==> src/rtl/word_loader.sv <==
// word_loader: commits the toggle-bank word into a small store on Load, pulses the bank clear,
// and offers step-through read-back of the stored words.
module word_loader #(
  parameter int WIDTH = 16,
  parameter int DEPTH = 8,
  localparam int PTR_W = $clog2(DEPTH)
) (
  input  logic             clk,
  input  logic             nRST,
  input  logic             load_btn,
  input  logic             next_btn,
  input  logic             erase_btn,
  input  logic [WIDTH-1:0] data_in,
  output logic             clear,
  output logic [WIDTH-1:0] rd_data,
  output logic [PTR_W-1:0] rd_addr,
  output logic [PTR_W:0]   count,
  output logic             full,
  output logic             empty,
  output logic             overflow
);
  typedef enum logic [1:0] {IDLE, WRITE, CLEAR, ERASE} state_t;
  state_t state;
  logic [2:0] q1, q2;
  logic ld_p, nx_p, er_p;
  logic [WIDTH-1:0] mem [DEPTH];
  logic [PTR_W-1:0] wr_ptr, rd_ptr;
  logic [PTR_W:0] rd_nxt;
  assign {er_p, nx_p, ld_p} = q1 & ~q2;
  assign rd_nxt = {1'b0, rd_ptr} + (PTR_W+1)'(1);
  assign full = count == (PTR_W+1)'(DEPTH);
  assign empty = count == '0;
  assign rd_addr = rd_ptr;
  assign rd_data = empty ? '0 : mem[rd_ptr];
  // Erase only resets pointers; stale words stay hidden behind the empty mask.
  always_ff @(posedge clk or negedge nRST)
    if (!nRST) begin
      state <= IDLE;
      clear <= 1'b0;
      wr_ptr <= '0;
      rd_ptr <= '0;
      count <= '0;
      overflow <= 1'b0;
      q1 <= '0;
      q2 <= '0;
      for (int i = 0; i < DEPTH; i++) mem[i] <= '0;
    end else begin
      q1 <= {erase_btn, next_btn, load_btn};
      q2 <= q1;
      if (nx_p && !empty) rd_ptr <= rd_nxt == count ? '0 : rd_nxt[PTR_W-1:0];
      case (state)
        IDLE: begin
          if (er_p) begin
            state <= ERASE;
            clear <= 1'b1;
          end else if (ld_p && !full) state <= WRITE;
          else if (ld_p) overflow <= 1'b1;
        end
        WRITE: begin
          mem[wr_ptr] <= data_in;
          wr_ptr <= wr_ptr + PTR_W'(1);
          count <= count + (PTR_W+1)'(1);
          state <= CLEAR;
          clear <= 1'b1;
        end
        CLEAR: begin
          state <= IDLE;
          clear <= 1'b0;
        end
        default: begin
          wr_ptr <= '0;
          rd_ptr <= '0;
          count <= '0;
          overflow <= 1'b0;
          state <= IDLE;
          clear <= 1'b0;
        end
      endcase
    end
endmodule

==> config.mk <==
export PLATFORM = sky130hd
export DESIGN_NAME = word_loader
export DESIGN_NICKNAME = d
export VERILOG_FILES = /design/src/rtl/word_loader.sv
export SDC_FILE = /design/constraint.sdc
export NUM_CORES = 1
export LEC_CHECK = 0
export CAP_MARGIN = 20
export CORE_MARGIN = 3
export CORE_UTILIZATION = 50
export CTS_CLUSTER_DIAMETER = 100
export DETAILED_ROUTE_END_ITERATION = 8
export PLACE_DENSITY = 0.69
export SETUP_SLACK_MARGIN = 0.02
export SYNTH_ARGS = -nofsm -noshare
export SYNTH_HDL_FRONTEND = slang
export SYNTH_SLANG_ARGS = --single-unit
==> constraint.sdc <==
create_clock -name clk -period 3.93 [get_ports clk]
set_input_delay 0.393 -clock clk [delete_from_list [all_inputs] [get_ports clk]]
set_output_delay 0.393 -clock clk [all_outputs]
set_load 0.01 [all_outputs]
==> implementation parameters <==
Parameter                              Value

Drt
  Final Routed Wirelength    14500 um
  Vias after detailed routing    4039
  Count of TritonRoute iterations in the first routing pass    5
  Starting DRC count in detailed routing    257
  Detailed-route wire length per cell    21.0 um
  Avg Vias per Cell    5.83
  Post-route ant nets    0
  Drc violations    0

STA
  Setup TNS    0 ps
  Slew at the pin with the worst max-slew slack    881 ps
  Setup violators final    0
  Max_slew headroom    41.1%
  Post-Route Hold Slack    60.4 ps
  Clock Skews    5.40 ps
  Achievable clock frequency    0.313 GHz
  Setup repair after global routing missed its margin    no
  Post-route fraction of the period consumed by the critical path    81.3%
  Least setup slack across all paths after layout    735 ps
  Number of pins exceeding their max-slew limit in the final report    0
  Period minus WS final    3200 ps
  Final Hold Fails    0

Finish
  Finished layout cell area    8210 um2
  Antenna diode count    0
  Area overhead of the layout relative to synthesis    18.5%
  Fraction of layout cells with a size suffix above 1    42.2%
  Final #Nets    533
  Final cell count without fillers    693

Placement
  Pre-CTS setup slack    1140 ps
  Sum of net half-perimeters after detailed placement    8890 um
  Number of cells after detailed placement    661
  Total cell area at the placement stage    7540 um2
  Final estimated routing congestion in global placement    0.749
  Buffers added on ports    47

Synthesis
  Count of different cell masters after synthesis    43
  Post-synth net total    480
  Fraction of registers with async set or reset after synthesis    100%
  Fraction of post-synthesis cell area in the top cell type by area    53.4%
  Post-synthesis instance total    451
  Synth Warn #    0
  Number of storage elements in the synthesis netlist    148
  Post-synth top flop    dfrtp_1
  Avg Inst Size Synth    15.4 um2
  Number of enable flip-flop cells after synthesis    0
  Post-synthesis instance area    6930 um2
  Leading post-synthesis cells by cell area    dfrtp_1 (53%), mux2_2 (21%), mux4_2 (10%)
  Library cell with the largest summed area after synthesis    dfrtp_1
  Portion of the post-synthesis area used by sequential elements    53.4%

Clock tree
  Sink count of the clock tree    148
  Clock tree from TritonCTS    built
  Clock latency on the worst-skew pair    420 ps
  Post-CTS setup buffers    0
  Max clock buf depth    2
  H-tree levels    4
  Hold-fix buffers, CTS    0
  Clock root buffer master    clkbuf_16
  Number of buffers added by the clock tree synthesis step    17
  Number of gates resized after cts    0
  Clock input transition at the sequential cells of the worst setup and hold paths    60 ps

GRT
  Maximum number of pins on one net before global-route repair    98
  Number of antenna violations at the first check in global routing    0
  Number of global-route vias before repair    4194
  Total gr overflow    0
  Global-route wire length before repair    23400 um
  Aggregate global-route resource usage    20.5%

Worst setup path
  Crit path max fanout    17
  Crit. End Element    primary output
  Arrival time of the worst setup path    2800 ps
  Critical setup path kind    register to primary output
  Crit Reg-Reg Startpoint    state[1]$_DFFE_PN0P_
  Kind of launch point of the worst setup path    register
  Required time worst endpoint    3540 ps
  Register-to-register path setup slack    1400 ps
  Worst setup path startpoint    rd_addr[0]$_DFFE_PN0P_

Run
  Number of max-capacitance violations reported    0

Die
  Die ar.    15300 um2
  Core area    13400 um2
  Rows    42
  Initial core utilization    51.7%
  Die height    124 um
  X dimension of the die    124 um
  # IOs    48

Power and ir drop
  Leak Pwr    0.00351 uW
  Power per cell area    676 nW/um2
  Worst ir drop on vdd    0.327 mV

Outcome
  Run status    completed

Worst hold path
  Path category of the worst min-delay check    primary input to asynchronous set/reset pin
sequential cells by signal (all words and copies together) (netlist names):
signal,flops
q1,3
mem,128
wr_ptr,3
q2,3
rd_addr,3
overflow,1
count,4
state,2
clear,1
area by class of cell:
class / count / area [um2]
clock buffer: 19 / 443
clock inverter: 13 / 228
fill: 1036 / 5190
inverter: 7 / 26.3
multi-input combinational: 270 / 3020
sequential: 148 / 3700
tap: 176 / 220
timing repair buffer: 60 / 569
path summary, 6_finish.rpt:
check                                       to  cells after the start
min reg2reg                    q2[0]$_DFF_PN0_                      0
max                                 rd_data[7]                      5
min in group clk               q2[0]$_DFF_PN0_                      0
min                          clear$_DFFE_PN0P_                      1
max in group asynchronous  mem[29]$_DFFE_PN0P_                      2
max reg2reg                mem[73]$_DFFE_PN0P_                      5
routing by layer:
| metal | wire (um) | up-vias | global-route usage (%) |
|---|---|---|---|
| li1 | - | 1787 | - |
| met1 | 6620 | 2154 | 28.5 |
| met2 | 7290 | 83 | 33.2 |
| met3 | 449 | 15 | 3.81 |
| met4 | 175 | 0 | 6.02 |
| met5 | 0 | - | 0 |
logic make-up (layout without fill, tap and decap cells):
logic type      Yosys count  after routing  share of synthesized area (%)
mux                     179            179                           33.9
flops                   148            148                           53.4
simple gates             64             64                           5.99
buf+inv                  33             99                           3.00
compound gates           16             16                           1.79
fa+ha+maj                 8              8                           1.44
xor+xnor                  3              3                          0.379
synthesized netlist by cell type (all sizes together) (3+ instances only):
cell type,n
a22o,3
buf,21
clkbuf,5
dfrtp,148
ha,8
inv,7
mux2,128
mux2i,19
mux4,32
nand2,12
nand2b,3
nand3,5
nand4b,4
nor2,23
nor3,5
nor3b,3
o21ai,3
xnor2,3
cells in the final DEF (no fill, tap or decap), types with 3 or more instances in the layout:
cell type,synthesis,routed
ha_1,8,8
clkinv_2,0,3
nand3_1,5,5
bufinv_16,0,6
dfrtp_1,148,147
nor2_1,23,23
clkdlybuf4s50_1,0,46
mux4_2,32,32
mux2i_1,19,19
xnor2_1,3,3
nand2_1,12,12
a22o_1,3,3
o21ai_0,3,3
nor3_1,3,3
inv_1,7,7
mux2_2,128,128
clkbuf_16,0,17
buf_4,7,13
metrics by stage:
stage	util, %	total power [uW]
after global routing	61.3	5830
after detailed placement	56.3	3760
final	61.3	5550
after global placement	56.3	3700
after floorplan	-	3220
after CTS	61.3	5610
critical path: stages, from the launching register on:
cell             delay [ps]
dfrtp_2                 740
buf_4                   360
mux4_2                  540
mux2i_1                 190
nor2_1                   60
clkdlybuf4s50_1         490
power by group:
group          switching [uW]  internal [uW]  leakage (uW)
Sequential                262           1860       0.00184
Clock                     621           1210      0.000324
Combinational             676            925       0.00135
Power figures use the tool's default switching activity.
